==> config.mk <==
export PLATFORM = sky130hd
export DESIGN_NAME = seq_pattern_tx_flat
export DESIGN_NICKNAME = d
export VERILOG_FILES = /design/src/rtl/seq_pkg.sv /design/src/rtl/seq_pattern_tx_if.sv /design/src/rtl/seq_bit_counter.sv /design/src/rtl/seq_pattern_tx.sv /design/src/flat_wrapper.sv
export SDC_FILE = /design/constraint.sdc
export NUM_CORES = 1
export LEC_CHECK = 0
export BUFFER_PORTS_ARGS = -buffer_cell sky130_fd_sc_hd__buf_2
export CORE_ASPECT_RATIO = 0.9
export CORE_MARGIN = 1.5
export CORE_UTILIZATION = 40
export DETAILED_ROUTE_END_ITERATION = 10
export HOLD_SLACK_MARGIN = 0.15
export PLACE_DENSITY_LB_ADDON = 0.12
export SYNTH_ARGS = -nofsm -noshare
export SYNTH_HDL_FRONTEND = slang
export SYNTH_SLANG_ARGS = --single-unit
==> constraint.sdc <==
create_clock -name clk -period 5.02 [get_ports clk]
set_clock_uncertainty 0.15 [all_clocks]
set_input_delay 1.506 -clock clk [delete_from_list [all_inputs] [get_ports clk]]
set_output_delay 1.506 -clock clk [all_outputs]
set_load 0.03 [all_outputs]
==> src/rtl/seq_pkg.sv <==
// Shared definitions for the serial pattern source and its matching detectors.
// Latency: n/a (types and constants only).
// Backpressure: n/a.
package seq_pkg;

  typedef enum logic [1:0] {
    IDLE = 2'd0,
    SEND = 2'd1,
    GAP  = 2'd2,
    FIN  = 2'd3
  } seq_state_t;

  // Default pattern. The detector blocks import the same values, so the
  // source and the sink cannot drift apart.
  localparam int                   SEQ_PAT_W    = 5;
  localparam logic [SEQ_PAT_W-1:0] SEQ_PATTERN  = 5'b11011;
  localparam int                   SEQ_OVL_SKIP = 2;

endpackage

==> src/rtl/seq_pattern_tx_if.sv <==
// Control/serial bundle between a requester and seq_pattern_tx.
// Latency: n/a (wires only).
// Backpressure: none; the stream is fire-and-forget, and start is ignored while busy.
// Ports: master drives start/reps/ovl/gap and observes the stream;
//        slave (the transmitter) drives sout/sout_vld/occ_end/busy/done.
interface seq_pattern_tx_if #(
  parameter int CNT_W = 8,
  parameter int GAP_W = 4
);
  logic             start;
  logic [CNT_W-1:0] reps;
  logic             ovl;
  logic [GAP_W-1:0] gap;
  logic             sout;
  logic             sout_vld;
  logic             occ_end;
  logic             busy;
  logic             done;

  modport master (
    output start, reps, ovl, gap,
    input  sout, sout_vld, occ_end, busy, done
  );

  modport slave (
    input  start, reps, ovl, gap,
    output sout, sout_vld, occ_end, busy, done
  );
endinterface

==> src/rtl/seq_bit_counter.sv <==
// Loadable saturating down-counter with a zero flag for the current value.
// Latency: the count updates on the edge after load/dec; cnt_nxt shows that value combinationally.
// Backpressure: none; load has priority over dec, and dec at zero holds zero.
// Ports: clk, rst (sync, active high), load/load_val, dec -> cnt_nxt, zero.
module seq_bit_counter #(
  parameter int W = 4
) (
  input  logic         clk,
  input  logic         rst,
  input  logic         load,
  input  logic [W-1:0] load_val,
  input  logic         dec,
  output logic [W-1:0] cnt_nxt,
  output logic         zero
);
  logic [W-1:0] cnt;

  always_comb begin
    cnt_nxt = cnt;
    if (load) begin
      cnt_nxt = load_val;
    end else if (dec && (cnt != '0)) begin
      cnt_nxt = cnt - 1'b1;
    end
  end

  always_ff @(posedge clk) begin
    if (rst) begin
      cnt <= '0;
    end else begin
      cnt <= cnt_nxt;
    end
  end

  assign zero = (cnt == '0);
endmodule

==> src/rtl/seq_pattern_tx.sv <==
// Bit-serial pattern source: emits PATTERN (MSB first) reps times, with gaps or overlapped.
// Latency: the first bit is on sout the cycle after start is sampled; done follows the last bit.
// Backpressure: none; start is ignored unless IDLE, and rst abandons a transfer without done.
// Ports: clk, rst (sync, active high); bus (slave): start/reps/ovl/gap in, sout/sout_vld/occ_end/busy/done out.
module seq_pattern_tx
  import seq_pkg::*;
#(
  parameter int               PAT_W    = SEQ_PAT_W,
  parameter logic [PAT_W-1:0] PATTERN  = SEQ_PATTERN,
  parameter int               OVL_SKIP = SEQ_OVL_SKIP,
  parameter int               CNT_W    = 8,
  parameter int               GAP_W    = 4
) (
  input  logic             clk,
  input  logic             rst,
  seq_pattern_tx_if.slave  bus
);
  localparam int IDX_W = $clog2(PAT_W);

  seq_state_t       state, state_nxt;
  logic             ovl_q;
  logic [GAP_W-1:0] gap_q;
  logic             start_acc;

  logic             idx_load, idx_dec, idx_zero;
  logic [IDX_W-1:0] idx_val, idx_nxt;
  logic             rem_load, rem_dec, rem_zero;
  logic [CNT_W-1:0] rem_nxt;
  logic             gap_load, gap_dec, gap_zero;
  logic [GAP_W-1:0] gap_nxt;

  // idx: index of the bit currently on sout. rem: occurrences still owed,
  // counting the current one. gap: zero bits still owed, counting the current one.
  seq_bit_counter #(.W(IDX_W)) u_idx (
    .clk(clk), .rst(rst), .load(idx_load), .load_val(idx_val),
    .dec(idx_dec), .cnt_nxt(idx_nxt), .zero(idx_zero)
  );

  seq_bit_counter #(.W(CNT_W)) u_rem (
    .clk(clk), .rst(rst), .load(rem_load), .load_val(bus.reps),
    .dec(rem_dec), .cnt_nxt(rem_nxt), .zero(rem_zero)
  );

  seq_bit_counter #(.W(GAP_W)) u_gap (
    .clk(clk), .rst(rst), .load(gap_load), .load_val(gap_q),
    .dec(gap_dec), .cnt_nxt(gap_nxt), .zero(gap_zero)
  );

  always_comb begin
    state_nxt = state;
    start_acc = 1'b0;
    idx_load  = 1'b0;
    idx_dec   = 1'b0;
    idx_val   = IDX_W'(PAT_W - 1);
    rem_load  = 1'b0;
    rem_dec   = 1'b0;
    gap_load  = 1'b0;
    gap_dec   = 1'b0;

    case (state)
      IDLE: begin
        if (bus.start) begin
          if (bus.reps != '0) begin
            start_acc = 1'b1;
            rem_load  = 1'b1;
            idx_load  = 1'b1;
            state_nxt = SEND;
          end else begin
            state_nxt = FIN;
          end
        end
      end

      SEND: begin
        if (idx_zero) begin
          rem_dec = 1'b1;
          // rem_zero only guards against a counter that is already empty.
          if ((rem_nxt == '0) || rem_zero) begin
            state_nxt = FIN;
          end else if (ovl_q) begin
            // Resume past the shared prefix: no bubble, gap ignored.
            idx_load = 1'b1;
            idx_val  = IDX_W'(PAT_W - 1 - OVL_SKIP);
          end else if (gap_q != '0) begin
            gap_load  = 1'b1;
            state_nxt = GAP;
          end else begin
            idx_load = 1'b1;
          end
        end else begin
          idx_dec = 1'b1;
        end
      end

      GAP: begin
        gap_dec = 1'b1;
        if ((gap_nxt == '0) || gap_zero) begin
          idx_load  = 1'b1;
          state_nxt = SEND;
        end
      end

      FIN: begin
        state_nxt = IDLE;
      end

      default: begin
        state_nxt = IDLE;
      end
    endcase
  end

  always_ff @(posedge clk) begin
    if (rst) begin
      state <= IDLE;
    end else begin
      state <= state_nxt;
    end
  end

  // Outputs are registered from the state and index being entered, so they
  // line up with the cycle in which that state is current.
  always_ff @(posedge clk) begin
    if (rst) begin
      ovl_q        <= 1'b0;
      gap_q        <= '0;
      bus.sout     <= 1'b0;
      bus.sout_vld <= 1'b0;
      bus.occ_end  <= 1'b0;
      bus.busy     <= 1'b0;
      bus.done     <= 1'b0;
    end else begin
      if (start_acc) begin
        ovl_q <= bus.ovl;
        gap_q <= bus.gap;
      end
      bus.sout     <= (state_nxt == SEND) ? PATTERN[idx_nxt] : 1'b0;
      bus.sout_vld <= (state_nxt == SEND) || (state_nxt == GAP);
      bus.occ_end  <= (state_nxt == SEND) && (idx_nxt == '0);
      bus.busy     <= (state_nxt == SEND) || (state_nxt == GAP);
      bus.done     <= (state_nxt == FIN);
    end
  end
endmodule

==> src/flat_wrapper.sv <==
// flat-port wrapper written by rule: the top's interface ports become plain ports
module seq_pattern_tx_flat import seq_pkg::*;
#(
  parameter int               PAT_W    = SEQ_PAT_W,
  parameter logic [PAT_W-1:0] PATTERN  = SEQ_PATTERN,
  parameter int               OVL_SKIP = SEQ_OVL_SKIP,
  parameter int               CNT_W    = 8,
  parameter int               GAP_W    = 4
)
  (clk, rst, bus_start, bus_reps, bus_ovl, bus_gap, bus_sout, bus_sout_vld, bus_occ_end, bus_busy, bus_done);
  seq_pattern_tx_if #(.CNT_W(CNT_W), .GAP_W(GAP_W)) bus_i ();
  input  logic clk;
  input  logic rst;
  input wire logic [$bits(bus_i.start)-1:0] bus_start;
  input wire logic [$bits(bus_i.reps)-1:0] bus_reps;
  input wire logic [$bits(bus_i.ovl)-1:0] bus_ovl;
  input wire logic [$bits(bus_i.gap)-1:0] bus_gap;
  output wire logic [$bits(bus_i.sout)-1:0] bus_sout;
  output wire logic [$bits(bus_i.sout_vld)-1:0] bus_sout_vld;
  output wire logic [$bits(bus_i.occ_end)-1:0] bus_occ_end;
  output wire logic [$bits(bus_i.busy)-1:0] bus_busy;
  output wire logic [$bits(bus_i.done)-1:0] bus_done;
  assign bus_i.start = bus_start;
  assign bus_i.reps = bus_reps;
  assign bus_i.ovl = bus_ovl;
  assign bus_i.gap = bus_gap;
  assign bus_sout = bus_i.sout;
  assign bus_sout_vld = bus_i.sout_vld;
  assign bus_occ_end = bus_i.occ_end;
  assign bus_busy = bus_i.busy;
  assign bus_done = bus_i.done;
  seq_pattern_tx #(.PAT_W(PAT_W), .PATTERN(PATTERN), .OVL_SKIP(OVL_SKIP), .CNT_W(CNT_W), .GAP_W(GAP_W)) u_core (.clk(clk), .rst(rst), .bus(bus_i));
endmodule
==> results.py <==
metrics = {
    "status": {
        "status": "completed",
    },
    "timing": {
        "rsz0062_at_grt": "no",
        "fmax_ghz": 0.237,
        "hold_violations": 0,
        "fin_crit_sh_pct": 84.1,
        "max_slew_margin_pct": 56.2,
        "drv_slew": 0,
        "period_needed_ns": 4.22,
        "worstMarginPinSlew_ns": 0.655,
        "setup_violations": 0,
        "tns_ns": 0,
    },
    "worst_hold_path": {
        "hold_end": "u_core.gap_q[3]$_SDFFE_PP0P_",
        "hold_path_depth": 2,
        "worstHoldStart": "u_core.gap_q[3]$_SDFFE_PP0P_",
        "hold_class": "reg2reg",
    },
    "clock_network": {
        "clock_path_buffers": 2,
        "cts_made_buffers": 3,
        "clk_pin_slew_ns": 0.10,
        "clockRootBuffer": "clkbuf_8",
        "htree_levels": 1,
        "insertion_delay_ns": 0.27,
        "clkSinkCount": 26,
        "cts.repair.resized": 0,
        "tritoncts": "yes",
        "cts_hold_buffers": 0,
        "post_cts_buffers": 0,
    },
    "die": {
        "fp.coreArea_um2": 3780,
        "ioPinCount": 21,
        "die_w_um": 70.0,
        "row_count": 21,
        "die_y_um": 63.3,
        "initial_utilization_pct": 42.7,
        "die_area_um2": 4430,
    },
    "cells_and_area": {
        "drive_above_1_share_pct": 19.6,
        "num-fill-cells": 384,
        "area_growth_pct": 13.0,
        "n_antenna_cell": 0,
        "layout.nets": 232,
        "final_area_um2": 1820,
        "fin_cells": 255,
    },
    "routing": {
        "drtPass1Iterations": 4,
        "vias": 1416,
        "viasPerCell": 5.55,
        "drc_errors": 0,
        "drt_iter0_markers": 34,
        "wl_um": 3590,
        "routedWlPerCell_um": 14.1,
        "ant_nets": 0,
    },
    "setup_path": {
        "crit_fanout": 17,
        "cp.arrival_ns": 4.27,
        "cp_cell_sequence": "buf_2 > or3_1 > o31ai_2 > buf_4 > nor2_1 > nor2_1 > nor4_2 > o2bb2ai_1 > and2_1 > ha_1 > nand2b_1 > nor4_2",
        "end_kind": "register",
        "cp_slowest_cell": "o31ai_2",
        "cp.required_ns": 5.07,
        "r2r-end": "u_core.bus.occ_end$_SDFF_PP0_",
        "path_buf_inv": 2,
        "worstRegToRegCells": 13,
        "rr_startpoint": "u_core.u_rem.cnt[0]$_SDFF_PP0_",
        "slowest_delay_ns": 0.51,
        "reg2reg_slack_ns": 1.60,
        "path_class": "in2reg",
        "worst_setup_path_start_kind": "primary input",
        "crit_family": "simple AND/OR/NAND/NOR gates",
    },
    "placed_design": {
        "portBuffers": 20,
        "placed_cell_area_um2": 1750,
        "dp_cells": 251,
        "dpl.hpwl_um": 2800,
        "place.gp.congestion": 0.787,
    },
    "global_routing": {
        "first_global_vias": 1407,
        "grt_max_degree": 26,
        "grt_pass1_wl_um": 6200,
        "grt_usage_pct": 17.1,
        "grt-ovfl-total": 0,
        "grt_antenna_before_repair": 0,
    },
    "run": {
        "drv_cap": 0,
    },
    "synth": {
        "syn_avg_cell_area_um2": 8.45,
        "yosys_register_bits": 26,
        "synth_area_um2": 1610,
        "ys.flop_type": "dfxtp_1",
        "seq_area_frac_synth_pct": 32.2,
        "syn_nets": 213,
        "postSynthCellCount": 191,
        "ys.warnings.count": 0,
        "async_reset_ff_share_pct": 0,
        "synth-edff-count": 0,
        "ys_types": 51,
    },
    "pwr": {
        "leakagePower_nw": 0.736,
        "ir_drop_mv": 0.145,
        "p_per_area_nw_per_um2": 416,
    },
}
-- kinds of logic (layout without fill, tap and decap cells) --
logic type               Yosys count  after routing  share of synthesized area, %
AO/OA/AOI/OAI                     41             41                          23.2
flip-flops                        26             26                          32.2
adder cells (fa/ha/maj)            6              6                          4.65
AND/OR/NAND/NOR                   90             90                          29.1
XOR/XNOR                           6              6                          3.26
buffers and inverters             17             35                          4.50
multiplexers                       5              5                          3.10
-- state kept, by name (all words and copies together), names as in the netlist --
signal / cells
u_core.u_rem.cnt: 8
u_core.gap_q: 4
u_core.u_gap.cnt: 4
u_core.u_idx.cnt: 3
u_core.state: 2
u_core.bus.done: 1
u_core.bus.occ_end: 1
u_core.bus.sout: 1
u_core.bus.sout_vld: 1
u_core.ovl_q: 1
-- tightest hold or removal path: cells and delay by family, from the launching register on --
family | cells | cell delay, ns
and+or+nand+nor | 1 | 0.06
DFF | 1 | 0.33
AOI/OAI and AO/OA | 1 | 0.05
-- report_power, final --
group          switching [W]  internal (W)  leakage, nW
Sequential         0.0000285      0.000238        0.214
Clock              0.0000686      0.000107       0.0357
Combinational       0.000193      0.000124        0.487
Total               0.000290      0.000468        0.736
-- per-layer routing --
| layer | GRT usage (%) | up-vias | wire [µm] |
|---|---|---|---|
| met2 | 29.5 | 18 | 1730 |
| met3 | 2.08 | 2 | 62 |
| met1 | 22.6 | 669 | 1790 |
| met5 | 0 | - | 0 |
| li1 | - | 727 | - |
| met4 | 4.33 | 0 | 13 |
-- synthesized netlist by cell type, types with 3 or more instances --
cell,instances,share of area (%)
clkbuf_1,3,0.70
a21oi_1,10,3.1
or2_2,4,1.6
nor3b_1,4,1.9
inv_1,9,2.1
nor3_1,7,2.2
mux2i_1,5,3.1
nor2_1,24,5.6
nand2b_1,3,1.2
a211oi_1,7,3.3
dfxtp_1,26,32
o31a_1,3,1.6
nand3_1,3,0.93
ha_1,6,4.7
nand2_1,24,5.6
xnor2_1,5,2.7
nor2b_1,4,1.6
nor4_1,5,1.9
-- final cells by class --
type | instances | area (µm²) | share of cell area (%)
inverter | 9 | 33.8 | 1.85
clock inverter | 1 | 30.0 | 1.65
sequential | 26 | 520 | 28.5
clock buffer | 3 | 41.3 | 2.26
timing repair buffer | 22 | 115 | 6.31
multi-input combinational | 148 | 1030 | 56.2
tap | 46 | 57.6 | 3.16
-- worst max path at each step --
stage | startpoint | endpoint | slack [ns] | depth (start not counted)
6_report | bus_reps[5] | u_core.bus.occ_end$_SDFF_PP0_ | 0.80 | 12
5_1_grt | bus_reps[5] | u_core.bus.sout$_SDFF_PP0_ | 0.54 | 12
4_1_cts | bus_reps[5] | u_core.bus.occ_end$_SDFF_PP0_ | 0.78 | 12
3_5_place_dp | bus_reps[5] | u_core.bus.occ_end$_SDFF_PP0_ | 0.50 | 12
3_3_place_gp | bus_reps[5] | u_core.bus.occ_end$_SDFF_PP0_ | 0.61 | 11
2_1_floorplan | bus_reps[5] | u_core.bus.occ_end$_SDFF_PP0_ | 0.96 | 10
-- through the flow --
| stage | total power [W] | worst slack, ns | hold slack, ns | util [%] |
|---|---|---|---|---|
| 2_1_floorplan | 0.000517 | 0.957 | 0.298 | - |
| 3_3_place_gp | 0.000576 | 0.613 | 0.319 | 46.3 |
| 3_5_place_dp | 0.000584 | 0.502 | 0.326 | 46.3 |
| 4_1_cts | 0.000761 | 0.780 | 0.339 | 48.2 |
| 5_1_grt | 0.000805 | 0.542 | 0.364 | 48.2 |
| 6_report | 0.000758 | 0.799 | 0.335 | 48.2 |
-- cells in the final DEF, fill, tap and decap left out, types with 2 or more instances in the layout --
cell type	count
dfxtp_1	26
nor2_1	24
nand2_1	24
buf_2	20
a21oi_1	10
inv_1	9
nor3_1	7
a211oi_1	7
ha_1	6
nor4_1	5
mux2i_1	5
xnor2_1	5
nor3b_1	4
or2_2	4
nor2b_1	4
nand2b_1	3
nand3_1	3
o31a_1	3
clkbuf_8	3
and2_1	2
or3_1	2
o21ai_0	2
nor4_2	2
o41ai_4	2
buf_4	2
(Power assumes the default switching activity.)
